==> src/rtl/back_buffer_writer_if.sv <==
// Renderer pixel stream and frame-store write bus for the back-buffer writer.
// A pixel transfers on a rising edge where pix_valid && pix_ready; pix_data is held while pix_valid waits.
interface back_buffer_writer_if #(
    parameter int COLOR_W = 8,
    parameter int ADDR_W  = 20
);
    logic               pix_valid;
    logic [COLOR_W-1:0] pix_data;
    logic               pix_ready;
    logic               mem_we;
    logic [ADDR_W-1:0]  mem_addr;
    logic [COLOR_W-1:0] mem_data;
    logic               back_sel;
    logic               busy;
    logic               frame_done;
    logic               overrun;

    modport master (
        output pix_valid, pix_data,
        input  pix_ready, mem_we, mem_addr, mem_data, back_sel, busy, frame_done, overrun
    );

    modport slave (
        input  pix_valid, pix_data,
        output pix_ready, mem_we, mem_addr, mem_data, back_sel, busy, frame_done, overrun
    );
endinterface

==> src/rtl/back_buffer_writer.sv <==
// Writes a raster pixel stream into the back half of a double-buffered frame store,
// restarting on every display swap and flagging swaps that arrive mid-frame.
module back_buffer_writer #(
    parameter int H_ACTIVE = 640,
    parameter int V_ACTIVE = 480,
    parameter int COLOR_W  = 8,
    parameter int ADDR_W   = 20
) (
    input  logic                 clk,
    input  logic                 rst_n,
    input  logic                 buf_cntrl,
    back_buffer_writer_if.slave  bus,
    output logic [1:0]           dbg_state_o
);
    localparam int X_W = (H_ACTIVE > 1) ? $clog2(H_ACTIVE) : 1;
    localparam int Y_W = (V_ACTIVE > 1) ? $clog2(V_ACTIVE) : 1;
    localparam logic [ADDR_W-1:0] HV     = ADDR_W'(H_ACTIVE * V_ACTIVE);
    localparam logic [X_W-1:0]    X_LAST = X_W'(H_ACTIVE - 1);
    localparam logic [Y_W-1:0]    Y_LAST = Y_W'(V_ACTIVE - 1);

    typedef enum logic [1:0] {IDLE = 2'd0, WRITE = 2'd1, DONE = 2'd2} state_t;

    state_t             state_q, state_d;
    logic               buf_q;
    logic               back_sel_q, back_sel_d;
    logic [X_W-1:0]     x_q, x_d;
    logic [Y_W-1:0]     y_q, y_d;
    logic [ADDR_W-1:0]  addr_q, addr_d;
    logic               busy_q, busy_d;
    logic               mem_we_q, mem_we_d;
    logic [ADDR_W-1:0]  mem_addr_q, mem_addr_d;
    logic [COLOR_W-1:0] mem_data_q, mem_data_d;
    logic               frame_done_q, frame_done_d;
    logic               overrun_q, overrun_d;
    logic               swap;
    logic               handshake;

    assign swap          = (buf_cntrl != buf_q);
    assign bus.pix_ready = (state_q == WRITE) && !swap;
    assign handshake     = bus.pix_valid && bus.pix_ready;

    always_comb begin
        state_d      = state_q;
        back_sel_d   = back_sel_q;
        x_d          = x_q;
        y_d          = y_q;
        addr_d       = addr_q;
        busy_d       = busy_q;
        mem_we_d     = 1'b0;
        mem_addr_d   = mem_addr_q;
        mem_data_d   = mem_data_q;
        frame_done_d = 1'b0;
        overrun_d    = 1'b0;
        // A swap in any state starts a fresh frame in the new back buffer.
        if (swap) begin
            overrun_d  = (state_q == WRITE);
            back_sel_d = ~buf_cntrl;
            x_d        = '0;
            y_d        = '0;
            addr_d     = buf_cntrl ? '0 : HV;
            busy_d     = 1'b1;
            state_d    = WRITE;
        end else if (handshake) begin
            mem_we_d   = 1'b1;
            mem_addr_d = addr_q;
            mem_data_d = bus.pix_data;
            addr_d     = addr_q + 1'b1;
            if (x_q == X_LAST) begin
                x_d = '0;
                if (y_q == Y_LAST) begin
                    y_d          = '0;
                    busy_d       = 1'b0;
                    frame_done_d = 1'b1;
                    state_d      = DONE;
                end else begin
                    y_d = y_q + 1'b1;
                end
            end else begin
                x_d = x_q + 1'b1;
            end
        end
    end

    always_ff @(posedge clk or negedge rst_n) begin
        if (!rst_n) begin
            state_q      <= IDLE;
            buf_q        <= 1'b0;
            back_sel_q   <= 1'b0;
            x_q          <= '0;
            y_q          <= '0;
            addr_q       <= '0;
            busy_q       <= 1'b0;
            mem_we_q     <= 1'b0;
            mem_addr_q   <= '0;
            mem_data_q   <= '0;
            frame_done_q <= 1'b0;
            overrun_q    <= 1'b0;
        end else begin
            state_q      <= state_d;
            buf_q        <= buf_cntrl;
            back_sel_q   <= back_sel_d;
            x_q          <= x_d;
            y_q          <= y_d;
            addr_q       <= addr_d;
            busy_q       <= busy_d;
            mem_we_q     <= mem_we_d;
            mem_addr_q   <= mem_addr_d;
            mem_data_q   <= mem_data_d;
            frame_done_q <= frame_done_d;
            overrun_q    <= overrun_d;
        end
    end

    assign bus.mem_we     = mem_we_q;
    assign bus.mem_addr   = mem_addr_q;
    assign bus.mem_data   = mem_data_q;
    assign bus.back_sel   = back_sel_q;
    assign bus.busy       = busy_q;
    assign bus.frame_done = frame_done_q;
    assign bus.overrun    = overrun_q;
    assign dbg_state_o    = state_q;
endmodule

==> src/flat_wrapper.sv <==
// flat-port wrapper written by rule: the top's interface ports become plain ports
module back_buffer_writer_flat 
#(
    parameter int H_ACTIVE = 640,
    parameter int V_ACTIVE = 480,
    parameter int COLOR_W  = 8,
    parameter int ADDR_W   = 20
)
  (clk, rst_n, buf_cntrl, dbg_state_o, bus_pix_valid, bus_pix_data, bus_pix_ready, bus_mem_we, bus_mem_addr, bus_mem_data, bus_back_sel, bus_busy, bus_frame_done, bus_overrun);
  back_buffer_writer_if #(.COLOR_W(COLOR_W), .ADDR_W(ADDR_W)) bus_i ();
  input  logic clk;
  input  logic rst_n;
  input  logic buf_cntrl;
  output logic [1:0] dbg_state_o;
  input wire logic [$bits(bus_i.pix_valid)-1:0] bus_pix_valid;
  input wire logic [$bits(bus_i.pix_data)-1:0] bus_pix_data;
  output wire logic [$bits(bus_i.pix_ready)-1:0] bus_pix_ready;
  output wire logic [$bits(bus_i.mem_we)-1:0] bus_mem_we;
  output wire logic [$bits(bus_i.mem_addr)-1:0] bus_mem_addr;
  output wire logic [$bits(bus_i.mem_data)-1:0] bus_mem_data;
  output wire logic [$bits(bus_i.back_sel)-1:0] bus_back_sel;
  output wire logic [$bits(bus_i.busy)-1:0] bus_busy;
  output wire logic [$bits(bus_i.frame_done)-1:0] bus_frame_done;
  output wire logic [$bits(bus_i.overrun)-1:0] bus_overrun;
  assign bus_i.pix_valid = bus_pix_valid;
  assign bus_i.pix_data = bus_pix_data;
  assign bus_pix_ready = bus_i.pix_ready;
  assign bus_mem_we = bus_i.mem_we;
  assign bus_mem_addr = bus_i.mem_addr;
  assign bus_mem_data = bus_i.mem_data;
  assign bus_back_sel = bus_i.back_sel;
  assign bus_busy = bus_i.busy;
  assign bus_frame_done = bus_i.frame_done;
  assign bus_overrun = bus_i.overrun;
  back_buffer_writer #(.H_ACTIVE(H_ACTIVE), .V_ACTIVE(V_ACTIVE), .COLOR_W(COLOR_W), .ADDR_W(ADDR_W)) u_core (.clk(clk), .rst_n(rst_n), .buf_cntrl(buf_cntrl), .bus(bus_i), .dbg_state_o(dbg_state_o));
endmodule
==> config.mk <==
export PLATFORM = sky130hd
export DESIGN_NAME = back_buffer_writer_flat
export DESIGN_NICKNAME = d
export VERILOG_FILES = /design/src/rtl/back_buffer_writer_if.sv /design/src/rtl/back_buffer_writer.sv /design/src/flat_wrapper.sv
export SDC_FILE = /design/constraint.sdc
export NUM_CORES = 1
export LEC_CHECK = 0
export BUFFER_PORTS_ARGS = -buffer_cell sky130_fd_sc_hd__buf_2
export CAP_MARGIN = 30
export CORE_MARGIN = 2
export CORE_UTILIZATION = 35
export DETAILED_ROUTE_END_ITERATION = 12
export MAX_ROUTING_LAYER = met4
export PLACE_DENSITY_LB_ADDON = 0.25
export SLEW_MARGIN = 20
export SYNTH_ARGS = -nofsm -noshare
export SYNTH_HDL_FRONTEND = slang
export SYNTH_SLANG_ARGS = --single-unit
==> constraint.sdc <==
create_clock -name clk -period 3.2 [get_ports clk]
set_input_delay 0.64 -clock clk [delete_from_list [all_inputs] [get_ports clk]]
set_output_delay 0.64 -clock clk [all_outputs]
set_load 0.005 [all_outputs]
==> impl_metrics.tcl, run 1 <==
set metrics [dict create \
    num_io_pins 48 \
    wl_per_cell_um 13.76 \
    port_buffers 47 \
    design_area_mm2 0.003940 \
    seqPwrFrac_pct 53.0 \
    core.rowCount 35 \
    synth_top_family_by_area "simple AND/OR/NAND/NOR gates" \
    maxSlewViolCount 0 \
    avgSynthCellArea_um2 10.98 \
    yosysSeqAreaShare_pct 55.49 \
    cts_root_buffer "clkbuf_8" \
    final_util_pct 42.64 \
    fill_cells 902 \
    hold_ws_ns 0.1683 \
    postCtsSetupBuffers 0 \
    yosys.area.top_type "dfrtp_1" \
    p_clk_share_pct 36.9 \
    vdd_drop_max_mv 0.2355 \
    hpwl_um 4548 \
    clock_skew_ns 0.006337 \
    drive_above_1_share_pct 27.86 \
    die_area_mm2 0.01033 \
    syn_area_mm2 0.003337 \
    cp.required_ns 3.47 \
    path_class "flip-flop to flip-flop" \
    core-area_mm2 0.009240 \
    cts_hold_buf 0 \
    grt_pass1_vias 2400 \
    synth-compound-area-share_pct 10.31 \
    reg2reg_depth 4 \
    cp_max_fo 13 \
    syn_nets 319 \
    clock_sinks 74 \
    cts_tree "yes" \
    fin_cells 488 \
    arrival_ns 2.62 \
    clk_path_buf_depth 2 \
    ys.flop_type "dfrtp_1" \
    ant_nets 0 \
    dpl.cell_count 472 \
    timing.rr.start "u_core.dbg_state_o[1]$_DFFE_PN0P_" \
    die_x_um 101.6 \
    synthTopCellsByArea "dfrtp_1 (55%), mux2_2 (8.4%), nand2_1 (3.1%)" \
    finalNetCount 370 \
    syn2layout_area_growth_pct 18.07 \
    finalHoldViolCount 0 \
    first_pass_iters 4 \
    r2r_setup_slack_ns 0.85 \
    multi_input_comb_area_mm2 0.001414 \
    gp_congestion 0.8160 \
    drc_errors 0 \
    drt_iter0_drc 77 \
    p_int_mw 1.458 \
    synth_top_area_share_pct 55.49 \
    hold_class "input pin to asynchronous set/reset pin" \
    max_slew_margin_pct 58.18 \
    start_util_pct 36.11 \
    fin_crit_sh_pct 73.40 \
    overflow 0 \
    rr_endpoint "u_core.y_q[8]$_DFFE_PN0P_" \
    async_reset_ff_share_pct 100.0 \
    synthMuxAreaShare_pct 8.736 \
    synth_edf_count 0 \
    ys_warn_count 0 \
    n_antenna_cell 0 \
    period_minus_slack_ns 2.349 \
    die_h_um 101.6 \
    tightestPinTransition_ns 0.6268 \
    synth_cells 304 \
    ys_types 43 \
    yosys.area_share.xor_xnor_pct 3.937 \
    yosys.area_share.simple_pct 18.04 \
    cp-start-kind "flip-flop" \
    maxCapViolCount 0 \
    switching_power_mw 0.4760 \
    fmax_mhz 425.8 \
    pwr-share-comb_pct 10.1 \
    final_common_cell "dfrtp_1" \
    num_vias 2486 \
    finalSetupTns_ns 0 \
    setup_viol 0 \
    ys_ff_latch 74 \
    leakagePower_nw 1.779 \
    status "finished clean" \
    h-tree-depth 3 \
    synthAdderAreaFrac_pct 1.125 \
    seqCellArea_mm2 0.001852 \
    postCtsResizedCells 0 \
    grtUsageTotal_pct 14.81 \
    grt_pass1_wl_um 11560 \
    antenna_found_initial 0 \
    worstSkewPairLatency_ns 0.34 \
    place_area_mm2 0.003721 \
    viasPerCell 5.094 \
    rsz0062_at_grt "false" \
    clkTransAtPathRegs_ns 0.07 \
    p_per_area_mw_per_mm2 491.0 \
    drt-total-wl_um 6714 \
    cts_buffers 9 \
    cp-end-kind "flip-flop" \
    grt_max_degree 75 \
    netSwitchingFraction_pct 24.61 \
    final_cell_mix "dfrtp_1 (74), buf_2 (46), nand2_1 (28), mux2_2 (25), o21ai_0 (20)" \
]
logic make-up (layout without fill, tap and decap cells):
group,Yosys count,in the layout
adder cells (fa/ha/maj),3,3
multiplexers,26,26
XOR/XNOR,15,15
flip-flops,74,74
AND/OR/NAND/NOR,110,110
buffers and inverters,19,74
AO/OA/AOI/OAI,57,57
routing by layer:
metal  wire length, um  track usage, %  vias to the layer above
met2              3240           23.23                       44
met4                57           4.366                        0
met1              3117           18.27                     1223
met3               297           4.831                        4
li1                  -               -                     1215
met5                 0               -                        -
power groups by stage:
| stage | registers [mW] | logic [mW] | clock network, mW |
|---|---|---|---|
| after floorplan | 1.04 | 0.0957 | 0 |
| after global placement | 1.04 | 0.193 | 0 |
| after detailed placement | 1.04 | 0.196 | 0 |
| after CTS | 1.03 | 0.196 | 0.745 |
| after global routing | 1.03 | 0.223 | 0.779 |
| final | 1.03 | 0.195 | 0.714 |
worst max path at each step:
| stage | startpoint | to | slack [ns] | cells after the start |
|---|---|---|---|---|
| finish | u_core.dbg_state_o[1]$_DFFE_PN0P_ | u_core.y_q[8]$_DFFE_PN0P_ | 0.85 | 4 |
| global route | u_core.dbg_state_o[1]$_DFFE_PN0P_ | u_core.y_q[8]$_DFFE_PN0P_ | 0.74 | 4 |
| CTS | u_core.buf_q$_DFF_PN0_ | bus_pix_ready | 0.85 | 3 |
| detailed placement | bus_pix_valid | u_core.y_q[8]$_DFFE_PN0P_ | 0.64 | 5 |
| global placement | bus_pix_valid | u_core.y_q[8]$_DFFE_PN0P_ | 0.70 | 5 |
| floorplan | buf_cntrl | bus_pix_ready | 1.07 | 4 |
critical path, cell delays in order (launching register included):
cell and delay [ns]:
dfrtp_1 0.42, nand3b_1 0.43, or4_4 0.74, or4b_1 0.53
a21oi_1 0.15
registers in the layout (all words and copies together), names as in the netlist:
| name | count |
|---|---|
| u_core.bus.mem_data | 8 |
| u_core.y_q | 9 |
| u_core.x_q | 10 |
| u_core.bus.overrun | 1 |
| u_core.bus.mem_addr | 20 |
| u_core.buf_q | 1 |
| u_core.bus.frame_done | 1 |
| u_core.dbg_state_o | 2 |
| u_core.bus.back_sel | 1 |
| u_core.addr_q | 20 |
| u_core.bus.mem_we | 1 |
synthesized netlist by cell type, types with 2 or more instances:
library cell   n
a21oi_1       16
a31oi_1        4
and3_1         4
and4_1         2
buf_2          3
clkbuf_1       8
dfrtp_1       74
ha_1           3
inv_1          7
mux2_2        25
nand2_1       28
nand2b_1       2
nand3_1       15
nand3b_1       2
nand4_1        4
nand4_2        2
nor2_1        17
nor3_1         6
nor4_1         2
o2111ai_1      4
o211ai_1       2
o21ai_0       20
o311ai_0       2
o31ai_1        4
or3_1         11
or4_1          7
xnor2_1        7
xor2_1         8
area by class of cell:
| cell class | count | area share [%] |
|---|---|---|
| tap | 129 | 4.097 |
| inverter | 7 | 0.6669 |
| sequential | 74 | 47.00 |
| multi-input combinational | 211 | 35.88 |
| clock inverter | 5 | 1.366 |
| clock buffer | 10 | 3.493 |
| timing repair buffer | 52 | 7.494 |
stage by stage:
step	setup slack [ns]	total power, mW
3_3_place_gp	0.7024	1.235
5_1_grt	0.7407	2.037
3_5_place_dp	0.6446	1.241
4_1_cts	0.8491	1.967
2_1_floorplan	1.073	1.139
6_report	0.8512	1.934
No activity file was read; power rests on OpenSTA's default activity.
==> inputs of run 2 (changes only) <==
Clock period 3.2 ns to 1.9 ns, I/O delays scaled along.
==> impl_metrics.tcl, run 2 (synthesized netlist as in run 1, its figures left out) <==
set metrics [dict create \
    status "finished with violations" \
    violations "setup timing" \
    finalHoldViolCount 0 \
    die_h_um 101.6 \
    core-area_mm2 0.009240 \
    grt_pass1_vias 2550 \
    hold_depth 1 \
    drt-total-wl_um 7215 \
    die_area_mm2 0.01033 \
    max_slew_margin_pct 66.05 \
    clk_path_buf_depth 2 \
    finalNetCount 410 \
    num_io_pins 48 \
    port_buffers 47 \
    num_vias 2650 \
    fin_crit_sh_pct 102.0 \
    final_cell_mix "dfrtp_1 (73), buf_2 (46), buf_4 (39), nand2_1 (27), mux2_2 (25)" \
    overflow 0 \
    finalSetupTns_ns -0.05662 \
    cts_buffers 9 \
    p_per_area_mw_per_mm2 836.9 \
    fin_cells 528 \
    vdd_drop_max_mv 0.3425 \
    cp.required_ns 2.19 \
    clkTransAtPathRegs_ns 0.08 \
    path_class "flip-flop to flip-flop" \
    drive_above_1_share_pct 37.09 \
    clock_sinks 74 \
    setup_viol 2 \
    fmax_mhz 516.0 \
    final_common_cell "dfrtp_1" \
    n_antenna_cell 0 \
    cp-end-kind "flip-flop" \
    cts_root_buffer "clkbuf_8" \
    leakagePower_nw 2.013 \
    cp-start-kind "flip-flop" \
    slowest_delay_ns 0.53 \
    reg2reg_depth 4 \
    viasPerCell 5.019 \
    worstSkewPairLatency_ns 0.35 \
    maxSlewViolCount 0 \
    hpwl_um 5030 \
    preCtsSetupSlack_ns -0.07770 \
    finalWorstSetupSlack_ns -0.03792 \
    tightestPinTransition_ns 0.4965 \
    maxCapViolCount 0 \
    cp_max_fo 3 \
    wl_per_cell_um 13.66 \
    first_pass_iters 4 \
    hold_class "input pin to flip-flop" \
    core.rowCount 35 \
    die_x_um 101.6 \
    h-tree-depth 3 \
    drt_iter0_drc 117 \
    clock_skew_ns 0.007096 \
    drc_errors 0 \
    dpl.cell_count 504 \
    gp_congestion 0.8452 \
    arrival_ns 2.22 \
    grtUsageTotal_pct 15.71 \
    grt_max_degree 50 \
    cts_tree "yes" \
    rsz0062_at_grt "true" \
    slowest_stage "or4b_4" \
    grt_pass1_wl_um 12190 \
    period_minus_slack_ns 1.938 \
    crit_path_cell_trace "or3b_4, or4_4, or4b_4, a21oi_2" \
    start_util_pct 36.11 \
    ant_nets 0 \
    antenna_found_initial 0 \
    syn2layout_area_growth_pct 31.50 \
]
==> run 2: cell count changes in the layout (fill, tap and decap cells not counted), sizes merged <==
cell	previous run	this run
bufinv	1	4
clkinvlp	0	1
buf	52	91
clkinv	3	0
dlygate4sd3	0	1
inv	8	7
==> run 2: final cells by class <==
class | count | area [um^2]
clock buffer | 10 | 127.6
clock inverter | 5 | 127.6
fill | 878 | 4852
inverter | 7 | 26.28
multi-input combinational | 211 | 1456
tap | 129 | 161.4
timing repair buffer | 92 | 635.6
sequential | 74 | 1853
==> run 2: through the flow <==
| stage | power (mW) | hold WS, ns | cell area, um^2 | utilization [%] |
|---|---|---|---|---|
| floorplan | 1.919 | 0.08441 | 3337 | - |
| global placement | 2.118 | 0.3123 | 4011 | 43.41 |
| detailed placement | 2.129 | 0.3136 | 4011 | 43.41 |
| CTS | 3.718 | 0.2167 | 4293 | 46.46 |
| global route | 3.838 | 0.2343 | 4388 | 47.49 |
| finish | 3.672 | 0.2518 | 4388 | 47.49 |
==> run 2: routing by layer <==
layer | vias to the layer above | share of wire [%] | global-route usage (%)
met2 | 38 | 49 | 24.49
li1 | 1287 | - | -
met4 | 0 | 1.7 | 6.861
met5 | - | 0 | -
met3 | 11 | 2.7 | 2.899
met1 | 1314 | 47 | 19.97
==> run 2: path summary, 6_finish.rpt <==
kind / startpoint / end / slack [ns]
min in group asynchronous: rst_n / u_core.bus.mem_addr[8]$_DFFE_PN0P_ / 0.48
max reg2reg: u_core.x_q[8]$_DFFE_PN0P_ / u_core.y_q[8]$_DFFE_PN0P_ / -0.04
max: u_core.x_q[8]$_DFFE_PN0P_ / u_core.y_q[8]$_DFFE_PN0P_ / -0.04
max in group asynchronous: rst_n / u_core.buf_q$_DFF_PN0_ / 0.84
min: buf_cntrl / u_core.buf_q$_DFF_PN0_ / 0.25
min reg2reg: u_core.bus.mem_addr[9]$_DFFE_PN0P_ / u_core.bus.mem_addr[9]$_DFFE_PN0P_ / 0.47
==> run 2: worst max-delay path: cells and delay by family (launching register included) <==
family | cells | cell delay, ns
flip-flops | 1 | 0.39
AND/OR/NAND/NOR | 3 | 1.37
AO/OA/AOI/OAI | 1 | 0.12
==> run 2: power breakdown <==
part,internal (mW),switching (mW)
combinational,0.188,0.188
sequential,1.67,0.0569
clock,0.998,0.575
==> run 2: timing repair <==
action	4_1_cts	5_1_grt
gates resized for setup	3	13
cloned	0	0
hold buffers	1	0
pin swaps	0	3
endpoints found under the hold margin	25	0
setup endpoints to repair	9	10
setup buffers	1	7
